## src/rtl/ct_spsram_ctrl_pkg.sv

```systemverilog
// Shared types and constants for the single-port SRAM request controller.
package ct_spsram_ctrl_pkg;

  localparam int RSP_FIFO_DEPTH  = 2;
  localparam int DFLT_ADDR_WIDTH = 10;
  localparam int DFLT_DATA_WIDTH = 59;
  localparam int DFLT_DEPTH      = 1024;

  typedef enum logic {
    ST_INIT = 1'b0,
    ST_RUN  = 1'b1
  } ctrl_state_e;

endpackage

```

## src/rtl/ct_spsram_rsp_fifo.sv

```systemverilog
// Two-entry in-order response FIFO holding {perr, data} words.
module ct_spsram_rsp_fifo
  import ct_spsram_ctrl_pkg::*;
#(
  parameter int W = DFLT_DATA_WIDTH + 1
) (
  input  logic         CLK,
  input  logic         RST,
  input  logic         push,
  input  logic [W-1:0] push_data,
  input  logic         pop,
  output logic [W-1:0] head,
  output logic [1:0]   count
);

  logic [W-1:0] mem [RSP_FIFO_DEPTH];
  logic         wr_ptr;
  logic         rd_ptr;
  logic         full;

  assign full = (count == 2'(RSP_FIFO_DEPTH));
  assign head = mem[rd_ptr];

  // Storage array; contents need no reset because count gates visibility.
  always_ff @(posedge CLK) begin
    if (push) begin
      mem[wr_ptr] <= push_data;
    end
  end

  // Pointers and occupancy; push and pop together leave count unchanged.
  always_ff @(posedge CLK) begin
    if (RST) begin
      wr_ptr <= 1'b0;
      rd_ptr <= 1'b0;
      count  <= 2'd0;
    end else begin
      if (push) wr_ptr <= ~wr_ptr;
      if (pop)  rd_ptr <= ~rd_ptr;
      case ({push, pop})
        2'b10:   count <= count + 2'd1;
        2'b01:   count <= count - 2'd1;
        default: count <= count;
      endcase
    end
  end

  a_no_overflow: assert property (@(posedge CLK) disable iff (RST) push |-> (!full || pop));
  a_no_underflow: assert property (@(posedge CLK) disable iff (RST) pop |-> (count != 2'd0));

endmodule

```

## src/rtl/ct_spsram_req_ctrl.sv

```systemverilog
// Single-port SRAM request controller: zero-fills the array after reset, then
// turns a request stream into SRAM accesses and returns read data in order.
// Optional macro CT_SPSRAM_REQ_CTRL_PARITY_EN makes the MSB an even-parity bit
// over the lower bits (full-word writes only, parity error flag on reads).
//
// Handshakes: a beat transfers on a rising CLK edge where valid && ready.
// req_rdy is computed from registered occupancy only and never looks at
// req_vld; rsp_vld stays high with stable data until rsp_rdy takes the beat.
module ct_spsram_req_ctrl
  import ct_spsram_ctrl_pkg::*;
#(
  parameter int ADDR_WIDTH = DFLT_ADDR_WIDTH,
  parameter int DATA_WIDTH = DFLT_DATA_WIDTH,
  parameter int DEPTH      = DFLT_DEPTH
) (
  input  logic                  CLK,
  input  logic                  RST,
  input  logic                  req_vld,
  output logic                  req_rdy,
  input  logic                  req_wr,
  input  logic [ADDR_WIDTH-1:0] req_addr,
  input  logic [DATA_WIDTH-1:0] req_wdata,
  input  logic [DATA_WIDTH-1:0] req_wmask,
  output logic                  rsp_vld,
  input  logic                  rsp_rdy,
  output logic [DATA_WIDTH-1:0] rsp_rdata,
  output logic                  rsp_perr,
  output logic                  init_done,
  output logic [ADDR_WIDTH-1:0] A,
  output logic                  CEN,
  output logic                  GWEN,
  output logic [DATA_WIDTH-1:0] WEN,
  output logic [DATA_WIDTH-1:0] D,
  input  logic [DATA_WIDTH-1:0] Q,
  output ctrl_state_e           state_dbg
);

  localparam logic [ADDR_WIDTH:0] INIT_LAST = (ADDR_WIDTH+1)'(DEPTH - 1);
  localparam logic [ADDR_WIDTH:0] INIT_STEP = (ADDR_WIDTH+1)'(1);

  ctrl_state_e           state;
  logic [ADDR_WIDTH:0]   init_cnt;
  logic                  rd_inflight;
  logic [ADDR_WIDTH-1:0] a_hold;
  logic [DATA_WIDTH-1:0] d_hold;
  logic [1:0]            fifo_cnt;
  logic                  xfer;
  logic                  rsp_pop;
  logic [DATA_WIDTH-1:0] wr_word;
  logic [DATA_WIDTH-1:0] wr_wen;
  logic [DATA_WIDTH:0]   fifo_in;
  logic [DATA_WIDTH:0]   fifo_head;

  assign state_dbg = state;

  // A read in flight reserves a FIFO slot so the FIFO can never overflow.
  assign req_rdy = (state == ST_RUN) &&
                   (({1'b0, fifo_cnt} + {2'b00, rd_inflight}) < 3'(RSP_FIFO_DEPTH));
  assign xfer    = req_vld && req_rdy;
  assign rsp_vld = (fifo_cnt != 2'd0);
  assign rsp_pop = rsp_vld && rsp_rdy;
  assign rsp_rdata = fifo_head[DATA_WIDTH-1:0];

`ifdef CT_SPSRAM_REQ_CTRL_PARITY_EN
  logic unused_par_inputs;
  assign unused_par_inputs = ^{req_wmask, req_wdata[DATA_WIDTH-1]};
  assign wr_word  = {^req_wdata[DATA_WIDTH-2:0], req_wdata[DATA_WIDTH-2:0]};
  assign wr_wen   = '0;
  assign fifo_in  = {^Q, Q};
  assign rsp_perr = fifo_head[DATA_WIDTH];
`else
  logic unused_head_perr;
  assign unused_head_perr = fifo_head[DATA_WIDTH];
  assign wr_word  = req_wdata;
  assign wr_wen   = ~req_wmask;
  assign fifo_in  = {1'b0, Q};
  assign rsp_perr = 1'b0;
`endif

  // SRAM pin drive: sweep writes during INIT, request pass-through in RUN.
  always_comb begin
    A    = a_hold;
    D    = d_hold;
    CEN  = 1'b1;
    GWEN = 1'b1;
    WEN  = '1;
    if (state == ST_INIT) begin
      A    = init_cnt[ADDR_WIDTH-1:0];
      D    = '0;
      CEN  = 1'b0;
      GWEN = 1'b0;
      WEN  = '0;
    end else if (xfer) begin
      A    = req_addr;
      D    = wr_word;
      CEN  = 1'b0;
      GWEN = ~req_wr;
      WEN  = wr_wen;
    end
  end

  // Keep A and D stable on idle cycles to avoid needless pin toggling.
  always_ff @(posedge CLK) begin
    a_hold <= A;
    d_hold <= D;
  end

  // Control FSM: zero-fill sweep, then track the one-cycle read latency.
  always_ff @(posedge CLK) begin
    if (RST) begin
      state       <= ST_INIT;
      init_cnt    <= '0;
      init_done   <= 1'b0;
      rd_inflight <= 1'b0;
    end else begin
      rd_inflight <= 1'b0;
      case (state)
        ST_INIT: begin
          init_cnt <= init_cnt + INIT_STEP;
          if (init_cnt == INIT_LAST) begin
            state     <= ST_RUN;
            init_done <= 1'b1;
          end
        end
        ST_RUN: begin
          rd_inflight <= xfer && !req_wr;
        end
        default: state <= ST_INIT;
      endcase
    end
  end

  ct_spsram_rsp_fifo #(
    .W (DATA_WIDTH + 1)
  ) u_rsp_fifo (
    .CLK       (CLK),
    .RST       (RST),
    .push      (rd_inflight),
    .push_data (fifo_in),
    .pop       (rsp_pop),
    .head      (fifo_head),
    .count     (fifo_cnt)
  );

endmodule
```

## config.mk

```make
export PLATFORM = sky130hd
export DESIGN_NAME = ct_spsram_req_ctrl
export DESIGN_NICKNAME = d
export VERILOG_FILES = /design/src/rtl/ct_spsram_ctrl_pkg.sv /design/src/rtl/ct_spsram_rsp_fifo.sv /design/src/rtl/ct_spsram_req_ctrl.sv
export SDC_FILE = /design/constraint.sdc
export NUM_CORES = 1
export LEC_CHECK = 0
export BUFFER_PORTS_ARGS = -buffer_cell sky130_fd_sc_hd__buf_2
export CORE_AREA = 2 2 151 153
export DETAILED_ROUTE_END_ITERATION = 8
export DIE_AREA = 0 0 153 155
export PLACE_DENSITY_LB_ADDON = 0.15
export SYNTH_ARGS = -nofsm -noshare
export SYNTH_HDL_FRONTEND = slang
export SYNTH_HIERARCHICAL = 1
export SYNTH_SLANG_ARGS = --single-unit
```

## constraint.sdc

```tcl
create_clock -name CLK -period 4.1 [get_ports CLK]
set_clock_uncertainty 0.1 [all_clocks]
set_input_delay 0.41 -clock CLK [delete_from_list [all_inputs] [get_ports CLK]]
set_output_delay 0.41 -clock CLK [all_outputs]
set_load 0.005 [all_outputs]
```

After elaboration in Yosys (flattened, before gate mapping)
Memory sizes are Yosys's and may differ from the RTL's. A register that Yosys moved wholly into a read port is not among the register bits.
Index checks and enable logic that the tools add are counted.
{"block": "word_totals", "regBits": 87, "latch_bits": 0, "ramBits": 118, "romBits": 0, "input_bits": 192, "wordCells": 49, "memories": 1}
{"name": "u_rsp_fifo.mem", "depth": 2, "word_bits": 59, "read_ports": 1, "rd_clocked_by_memory_dff": 1, "write_ports": 1, "line": "ct_spsram_rsp_fifo.sv:16", "text": "logic [W-1:0] mem [RSP_FIFO_DEPTH];"}
{"block": "op_classes", "n_addsub": 4, "multipliers": 0, "div_mod_pow": 0, "order_cmp": 1, "n_eq_ne": 3, "n_shift": 0, "muxes": 17, "bitwise": 5, "reduce_logical": 9}
{"op": "2-to-1 mux 59 bit", "count": 4}
{"op": "inverter 59 bit", "count": 1}
{"op": "2-to-1 mux 10 bit", "count": 2}
{"op": "adder 11 x 1 -> 11 bit, second input constant", "count": 1}
{"op": "equality test 11 x 10 -> 1 bit, second input constant", "count": 1}
{"op": "2-to-1 mux 1 bit", "count": 10}
{"op": "logical AND 1 bit", "count": 4}
{"op": "inverter 1 bit", "count": 4}
{"op": "one-hot mux 2 bit (2 select lines)", "count": 1}
{"op": "nonzero test 2 bit", "count": 2}
{"op": "adder 2 x 1 -> 3 bit", "count": 1}
{"op": "< comparator 3 x 2 -> 1 bit, second input constant", "count": 1}
{"op": "adder 2 x 1 -> 2 bit, second input constant", "count": 1}
{"op": "equality test 2 x 1 -> 1 bit, second input constant", "count": 1}
{"op": "equality test 2 bit, second input constant", "count": 1}
{"op": "AND reduction 2 bit", "count": 1}
{"op": "OR reduction 2 bit", "count": 1}
{"op": "subtractor 2 x 1 -> 2 bit, second input constant", "count": 1}
{"op": "logical NOT 1 bit", "count": 1}

Logic depth before layout (Yosys ltp)
Gate-level depths: netlist of run 1.
{"block": "depth", "word_depth": 6, "mapped_depth": 6, "mapped_depth_nobuf": 6}

Modules after synthesis
Netlist of run 1, hierarchy kept.
{"mod": "ct_spsram_rsp_fifo", "instances": 1, "cells_each": 207, "area_each_um2": 4506.8, "seq_area_each_um2": 3703.6}
{"mod": "ct_spsram_req_ctrl", "instances": 1, "cells_each": 471, "area_each_um2": 3642.2, "seq_area_each_um2": 1661.6}

Least setup slack after synthesis of run 1
No wires, ideal clock.
{"block": "synth_timing", "path_type": "reg2reg", "start": "reg rd_inflight", "end": "mem u_rsp_fifo/mem[0][0] in the netlist's numbering, enable pin", "t_arrival_ps": 2956, "t_required_ps": 3522, "slack_ps": 566, "path_stages_with_launch": 3, "path_buffers": 0, "cell_sequence": "dfxtp_1 -> inv_1 -> nor2_1"}
{"block": "synth_via", "elab_chain_len": 2}
{"item": "start, declared", "line": "ct_spsram_req_ctrl.sv:43", "text": "logic rd_inflight;"}
{"item": "start signal, assigned", "line": "ct_spsram_req_ctrl.sv:126", "text": "rd_inflight <= xfer && !req_wr;"}
{"item": "2-to-1 mux 1 bit", "line": "ct_spsram_rsp_fifo.sv:26", "text": "if (push) begin"}
{"item": "2-to-1 mux 1 bit (implied by the code)", "line": "ct_spsram_rsp_fifo.sv:27", "text": "mem[wr_ptr] <= push_data;"}
{"item": "end, declared", "line": "ct_spsram_rsp_fifo.sv:16"}
No other way between the ends.

Final worst setup path of run 1
{"block": "layout_timing", "start": "reg u_rsp_fifo.count[0]", "end": "out GWEN"}
{"block": "layout_via", "elab_chain_len": 6}
{"item": "start, declared", "line": "ct_spsram_rsp_fifo.sv:13", "text": "output logic [1:0] count"}
{"item": "start signal, assigned", "line": "ct_spsram_rsp_fifo.sv:41", "text": "2'b10: count <= count + 2'd1;"}
{"item": "start signal, assigned", "line": "ct_spsram_rsp_fifo.sv:42", "text": "2'b01: count <= count - 2'd1;"}
{"item": "start signal, assigned", "line": "ct_spsram_rsp_fifo.sv:43", "text": "default: count <= count;"}
{"item": "adder 2 x 1 -> 3 bit", "line": "ct_spsram_req_ctrl.sv:58", "text": "(({1'b0, fifo_cnt} + {2'b00, rd_inflight}) < 3'(RSP_FIFO_DEPTH));"}
{"item": "< comparator 3 x 2 -> 1 bit", "line": "ct_spsram_req_ctrl.sv:58"}
{"item": "logical AND 1 bit", "line": "ct_spsram_req_ctrl.sv:57", "text": "assign req_rdy = (state == ST_RUN) &&"}
{"item": "logical AND 1 bit", "line": "ct_spsram_req_ctrl.sv:59", "text": "assign xfer = req_vld && req_rdy;"}
{"item": "2-to-1 mux 1 bit", "line": "ct_spsram_req_ctrl.sv:93", "text": "end else if (xfer) begin"}
{"item": "2-to-1 mux 1 bit", "line": "ct_spsram_req_ctrl.sv:87", "text": "if (state == ST_INIT) begin"}
{"item": "end, declared", "line": "ct_spsram_req_ctrl.sv:31", "text": "output logic GWEN,"}
No other way between the ends.

==> run metrics, run 1 <==
slowest CP cell a21o_2; reg2reg start state_dbg; grt ovf 0; register area around 5300 µm²; CP Class reg -> out; PortBufs roughly 380; Syn. warnings 6; CTS sink cnt 206; core box area 22200 µm²; DRT iter0 DRCs between 400 and 500; final WL 27400 µm; status finished clean; DR pass1 iterations 5; die width between 150 and 200 µm; CP delay by family, top compound AO/OA/AOI/OAI gates; antenna violations before repair 3; leak pwr 4.93 nW; Worst slew margin around a third; Die Ht 155 µm; Starting Density 36.3%; GP Congestion roughly 0.9; IO Count a little under 400; Site Rows 55; cells after synthesis 675; share of cells above drive strength 1 a little under half; CTS resizes 0; vias in the first global route slightly below 7000; RSZ-0062 raised after global routing false; placed wire-length estimate around 19000 µm; H-tree levels 1; largest net degree at the start of global routing 70; clock-pin slew on the worst setup and hold paths approximately 0.070 ns; Cell Pwr Density 386 nW/µm²; placed cell areas between 10000 and 15000 µm²; critical path endpoint GWEN; Nets approximately 1300; TritonCTS clock tree done; Post-Syn Nets 869; CP arrival between 2 and 3 ns; drt wl/cell between 15 and 20 µm; DRC viols 0; Filler cells 2061; area taken by multi-input logic gates ~2500 µm²; Setup Fix Bufs, Post-CTS 0; setup violators final 0; WHS 0.0745 ns; critical path launch point u_rsp_fifo/count[0]; syn_area_per_cell 12.0 µm²; worst endpoint required time 3.59 ns; CP Launch Type flip-flop; actual slew at the worst max-slew pin 1.01 ns; cells on worst reg2reg path 3; full die area 23700 µm²; fin. max-slew vios 0; clock buffer depth 3; crit end category output pin; endpoints failing hold 0; hold path start req_wdata[41]; Final min period between 3 and 4 ns; R2R Setup Slk 1.83 ns; fin crit share between 80% and 90%; global-route wire length before repair 40000 µm; final instance area 11600 µm²; ordered list of cells on the worst path a21o_2 > nor2_4 > buf_4 > a21oi_1 > buf_2; r2r endpoint d_hold[51]; CP max FO 62; Syn Std Cell Area between 8000 and 9000 µm²; max incr delay on CP approximately 0.8 ns; Max Clock Freq about 300 MHz; Root Buffer clkbuf_16; gr usage total 21.6%; Post-DRT Antenna Nets 0; clock buffer count from CTS 23; worst min-delay path category in -> reg; via count between 6000 and 7000; setup_tns 0 ns; Critical Path Stages 5; Worst-Skew Late Latency between 0.5 and 0.6 ns; vias per cell approximately 5; Max VDD drop 213 µV; Buf/Inv on CP 2; Layout Area Growth over Synthesis 43.4%; max-cap violations 0
[what timing repair did]
action,in CTS,in global routing
endpoints found under the setup margin,0,0
hold endpoints to repair,119,0
hold buffers,60,0
[cells in the final DEF (no fill, tap or decap), types with 3 or more instances in the layout]
cell type / count
edfxtp_1: 118
clkbuf_8: 5
clkbuf_1: 4
inv_1: 4
clkbuf_16: 24
nor2b_1: 3
a21oi_1: 126
xnor2_1: 4
a31oi_1: 10
buf_4: 11
clkbuf_2: 3
diode_2: 4
mux2_2: 61
xor2_1: 4
buf_2: 384
nor2_1: 24
dlygate4sd3_1: 60
dfxtp_1: 87
nand3_1: 70
or3_1: 3
o21ai_0: 73
[worst reg2reg max path, cell delays in order (launching register included)]
cell and delay (ns):
dfxtp_1 0.99, inv_4 0.45, buf_4 0.42, a21oi_1 0.22
[routing by layer]
| metal | up-vias | routed length (µm) | share of wire, % | global-route usage (%) |
|---|---|---|---|---|
| li1 | 3330 | - | - | - |
| met1 | 3340 | 11500 | 42 | 27.5 |
| met2 | 277 | 13700 | 50 | 38.1 |
| met3 | 31 | 1780 | 6.5 | 4.26 |
| met4 | 0 | 394 | 1.4 | 5.03 |
| met5 | - | 0 | 0 | 0 |
[final cells by class]
class	count	share of cell area [%]
flip-flops and latches	206	45.8
repair buffers	455	22.5
multi-input cells	403	21.7
clock buffers	36	6.04
well taps	285	3.08
clock inverters	6	0.519
inverters	6	0.216
diodes	4	0.0864
[flip-flops by register name, indices dropped and copies added, names as in the netlist, named ones only]
signal and count:
u_rsp_fifo/count 2, init_done 1, u_rsp_fifo/rd_ptr 1, u_rsp_fifo/mem 118, init_cnt 11, rd_inflight 1, u_rsp_fifo/wr_ptr 1, d_hold 59
state_dbg 1, a_hold 10
[how the worst min path moves through the flow]
stage | end | slack [ns] | depth (start not counted)
2_1_floorplan | init_done | 0.34 | 2
3_3_place_gp | init_done | 0.33 | 2
3_5_place_dp | init_done | 0.34 | 2
4_1_cts | d_hold[44] | 0.06 | 3
5_1_grt | d_hold[17] | 0.06 | 3
6_report | d_hold[41] | 0.07 | 3
[per-stage QoR]
step | setup slack [ns] | total power [mW] | instances | util (%)
after global placement | 1.25 | 2.41 | 1295 | 45.9
final | 0.760 | 4.47 | 1401 | 52.1
after global routing | 0.605 | 4.61 | 1400 | 52.1
after floorplan | 0.609 | 2.29 | 675 | -
after detailed placement | 1.28 | 2.42 | 1295 | 45.9
after CTS | 0.738 | 4.51 | 1397 | 52.1
[power by group]
group | internal (mW) | switching [mW]
combinational | 0.122 | 0.107
clock | 1.23 | 0.813
sequential | 2.19 | 0.00394
total | 3.54 | 0.924
(Power assumes the default switching activity.)
==> run 2: changes to the inputs <==
ABC_AREA = 1   (was not set)
CORE_AREA = 2 2 148 150   (was 2 2 151 153)
DIE_AREA = 0 0 150 152   (was 0 0 153 155)
clock period = 3.5 ns   (was 4.1 ns; I/O delays follow)
==> run metrics, run 2 <==
placed wire-length estimate 14600 µm; area taken by multi-input logic gates 2570 µm²; fin crit share 85.5%; Site Rows 54; Syn. warnings 6; register area about 5300 µm²; max incr delay on CP 0.66 ns; largest net degree at the start of global routing 76; Nets around 1400; final instance area between 10000 and 15000 µm²; PortBufs approximately 380; commonest non-fill, non-tap cell in the layout buf_2; clock buffer depth 3; setup violators final 0; ordered list of cells on the worst path clkinv_2 > buf_4 > buf_4 > nand2_1 > o21ai_1 > buf_2; vias per cell 4.59; Layout Area Growth over Synthesis 40.2%; worst setup margin roughly 0.51 ns; share of cells above drive strength 1 around two fifths; crit end category output pin; Final min period 2.99 ns; cells after synthesis a little over 700; TritonCTS clock tree done; placed cell areas 10400 µm²; CTS resizes 0; IO Count 386; hold path start req_wdata[5]; Post-Syn Nets between 900 and 1000; leak pwr between 5 and 6 nW; H-tree levels 1; Root Buffer clkbuf_16; DRC viols 0; CTS Hold Buffers Added 62; full die area between 20000 and 25000 µm²; critical path launch point state_dbg; CTS sink cnt 206; vias in the first global route 6300; actual slew at the worst max-slew pin 0.811 ns; pre-CTS worst setup slack between 1 and 1.5 ns; final WL ~21000 µm; syn_area_per_cell 11.5 µm²; Setup Fix Bufs, Post-CTS 0; clock buffer count from CTS 23; DR pass1 iterations 5; die width ~150 µm; clock-pin slew on the worst setup and hold paths 0.06 ns; endpoints failing hold 0; max-cap violations 0; global-route wire length before repair 32900 µm; DRT iter0 DRCs approximately 430; most frequent cells in the layout buf_2 (384), nand2_1 (180), edfxtp_1 (118), dfxtp_1 (87), a21oi_1 (67); biggest regs u_rsp_fifo/mem x118, d_hold x59, init_cnt x11; Worst slew margin 45.9%; setup_tns 0 ns; diode count 0; max FFs per register 118; most used cell, CP buf_4; Biggest register u_rsp_fifo/mem; Die Ht between 150 and 200 µm; gr usage total 17.8%; Starting Density approximately 39%; Post-DRT Antenna Nets 0; status finished clean; reg2reg start state_dbg; slowest CP cell buf_4; Cell Pwr Density between 400 and 500 nW/µm²; Syn Std Cell Area 8290 µm²; via count roughly 6700; grt ovf 0; GP Congestion about 0.90; RSZ-0062 raised after global routing false; Max VDD drop just under 300 µV; fin. max-slew vios 0; worst endpoint required time 3.05 ns; CP Launch Type flip-flop; worst min-delay path category in -> reg; Filler cells between 1500 and 2000; core box area around 21000 µm²; Worst-Skew Late Latency between 0.4 and 0.5 ns; drt wl/cell about 15 µm; CP arrival about 2.5 ns; fin util a little over half; Max Clock Freq between 300 and 400 MHz; antenna violations before repair 0; CP max FO 75; CP Class reg -> out
run 2: final cells by class:
cell class	count	share of cell area (%)
clock buffer	28	5.11
clock inverter	12	0.441
tap	280	3.01
multi-input combinational	442	22.1
sequential	206	45.7
timing repair buffer	458	22.7
inverter	28	0.915
run 2: path summary, 6_finish.rpt:
check,slack (ns),end,cells past startpoint
setup / recovery,0.51,A[2],6
hold / removal,0.03,d_hold[5],3
setup reg to reg,1.19,init_cnt[4],7
hold reg to reg,0.37,d_hold[38],2
run 2: routing by layer:
metal	up-vias	GRT usage [%]	share of wire, %
met5	-	0	0
met4	0	5.08	2.2
met3	36	4.86	9.3
met2	255	27.3	44
met1	3051	24.7	44
li1	3335	-	-
run 2: power by group:
part | internal [mW] | switching, mW | total, mW
combinational | 0.127 | 0.0669 | 0.194
clock | 1.19 | 0.876 | 2.07
sequential | 2.56 | 0.00447 | 2.57
run 2: stage by stage:
stage	instances	power [mW]	hold slack, ns
after detailed placement	1352	2.75	0.356
after global placement	1352	2.75	0.349
after global routing	1454	5.02	0.0195
final	1454	4.83	0.0267
after floorplan	722	2.63	0.322
after CTS	1454	4.90	0.000917
run 2: critical path: cells and delay by family (launching register included):
kind	cells	cell delay, ns
AOI/OAI and AO/OA	1	0.15
buffers and inverters	4	1.35
DFF	1	0.32
and+or+nand+nor	1	0.20
==> run 3: changes to the inputs <==
BUFFER_PORTS_ARGS = -buffer_cell sky130_fd_sc_hd__buf_4   (was -buffer_cell sky130_fd_sc_hd__buf_2)
clock period = 2.95 ns   (was 3.5 ns; I/O delays follow)
==> run metrics, run 3 (synthesis results as in run 2) <==
status finished clean; placed cell areas ~11000 µm²; Post-DRT Antenna Nets 0; grt ovf 0; Final min period between 2 and 3 ns; fin crit share 90.3%; diode count 0; final WL 23700 µm; antenna violations before repair 0; Site Rows 54; pre-CTS worst setup slack approximately 0.86 ns; CP Class reg -> out; DRT iter0 DRCs 393; CTS sink cnt 206; TritonCTS clock tree done; DRC viols 0; Root Buffer clkbuf_16; Starting Density 38.8%; met3 Track Usage GR between 5 and 6%; Worst-Skew Late Latency roughly 0.51 ns; Clk pwr share 42.9%; Setup Fix Bufs, Post-CTS 0; Cell Pwr Density around 450 nW/µm²; endpoints failing hold 0; Filler cells 1700; IO Count roughly 390; DR pass1 iterations 5; setup_tns 0 ns; share of cells above drive strength 1 between 30% and 40%; biggest regs u_rsp_fifo/mem x118, d_hold x59, init_cnt x11; final instance area 13300 µm²; leak pwr approximately 5.6 nW; max-cap violations 0; worst min-delay path category in -> reg; core box area 21400 µm²; placed wire-length estimate between 15000 and 20000 µm; Sw Share roughly a fifth; vias per cell 4.62; clock buffer depth 3; gr usage total 19.7%; largest net degree at the start of global routing 140; most frequent cells in the layout buf_4 (388), nand2_1 (180), dlygate4sd3_1 (127), edfxtp_1 (118), dfxtp_1 (87); die width around 150 µm; drt wl/cell between 15 and 20 µm; GP Congestion between 0.8 and 0.9; fin. max-slew vios 0; CP Launch Type flip-flop; CP arrival between 2 and 2.5 ns; Tot Pwr 6.00 mW; RSZ-0062 raised after global routing false; fin util between 60% and 70%; clock-pin slew on the worst setup and hold paths about 0.060 ns; via count roughly 7000; H-tree levels 1; commonest non-fill, non-tap cell in the layout buf_4; global-route wire length before repair approximately 36000 µm; sequential share of power between 50% and 60%; register area about 5300 µm²; clock buffer count from CTS 23; full die area between 20000 and 25000 µm²; Global Route met1 Usage about 27%; Die Ht ~150 µm; Layout Area Growth over Synthesis 60.6%; max FFs per register about 120; area taken by multi-input logic gates approximately 2600 µm²; Biggest register u_rsp_fifo/mem; Max VDD drop between 400 and 500 µV; CP max FO 19; GR Util met2 31.8%; actual slew at the worst max-slew pin roughly 0.61 ns; Max Clock Freq ~380 MHz; worst endpoint required time about 2.6 ns; combinational share of power 6.3%; Psw 1.21 mW; crit end category output pin; vias in the first global route just under 7000; busiest layer in global routing met2; worst setup margin about 0.29 ns; setup violators final 0; total internal power 4.78 mW; Worst slew margin around three fifths; Nets around 1400; PortBufs about 380
==> run 3: final cells by class <==
| class | instances | area share, % |
|---|---|---|
| repair buffers | 521 | 32.3 |
| multi-input cells | 442 | 19.3 |
| inverters | 28 | 0.799 |
| flip-flops and latches | 206 | 39.9 |
| clock inverters | 11 | 0.489 |
| well taps | 280 | 2.63 |
| clock buffers | 30 | 4.59 |
==> run 3: worst paths after layout <==
kind,startpoint,endpoint,slack (ns),cells past startpoint
max reg2reg,state_dbg,init_cnt[5],1.11,7
max,state_dbg,D[6],0.29,8
min reg2reg,d_hold[23],d_hold[23],0.37,2
min,req_wdata[53],d_hold[53],0.03,3
==> run 3: what timing repair did <==
action / in CTS / in global routing
hold endpoints to repair: 193 / 0
hold buffers: 127 / 0
resized for setup: 0 / 0
==> run 3: worst max-delay path, stage by stage (launching register included) <==
cell and delay (ns):
dfxtp_1 0.34, clkinv_2 0.09, nor2_2 0.09, nand3_2 0.17, inv_2 0.30, buf_4 0.30, nand2_1 0.08, a21oi_1 0.23
buf_4 0.16
==> run 3: routing by layer <==
| layer | vias to the layer above | share of wire [%] | routed length (µm) |
|---|---|---|---|
| li1 | 3459 | - | - |
| met1 | 3265 | 43 | 10100 |
| met2 | 264 | 47 | 11200 |
| met3 | 32 | 8.0 | 1900 |
| met4 | 0 | 1.8 | 433 |
| met5 | - | 0 | 0 |
==> run 3: through the flow <==
stage,std cells,hold slack (ns)
6_report,1518,0.0322
5_1_grt,1518,0.0243
4_1_cts,1518,0.000671
3_5_place_dp,1350,0.360
3_3_place_gp,1350,0.355
2_1_floorplan,722,0.267
==> run 3: power by group through the flow <==
stage	registers (mW)	logic, mW	clock network, mW
4_1_cts	3.04	0.378	2.64
2_1_floorplan	3.11	0.0197	0
3_3_place_gp	3.11	0.234	0
6_report	3.04	0.380	2.57
3_5_place_dp	3.11	0.238	0
5_1_grt	3.04	0.408	2.78
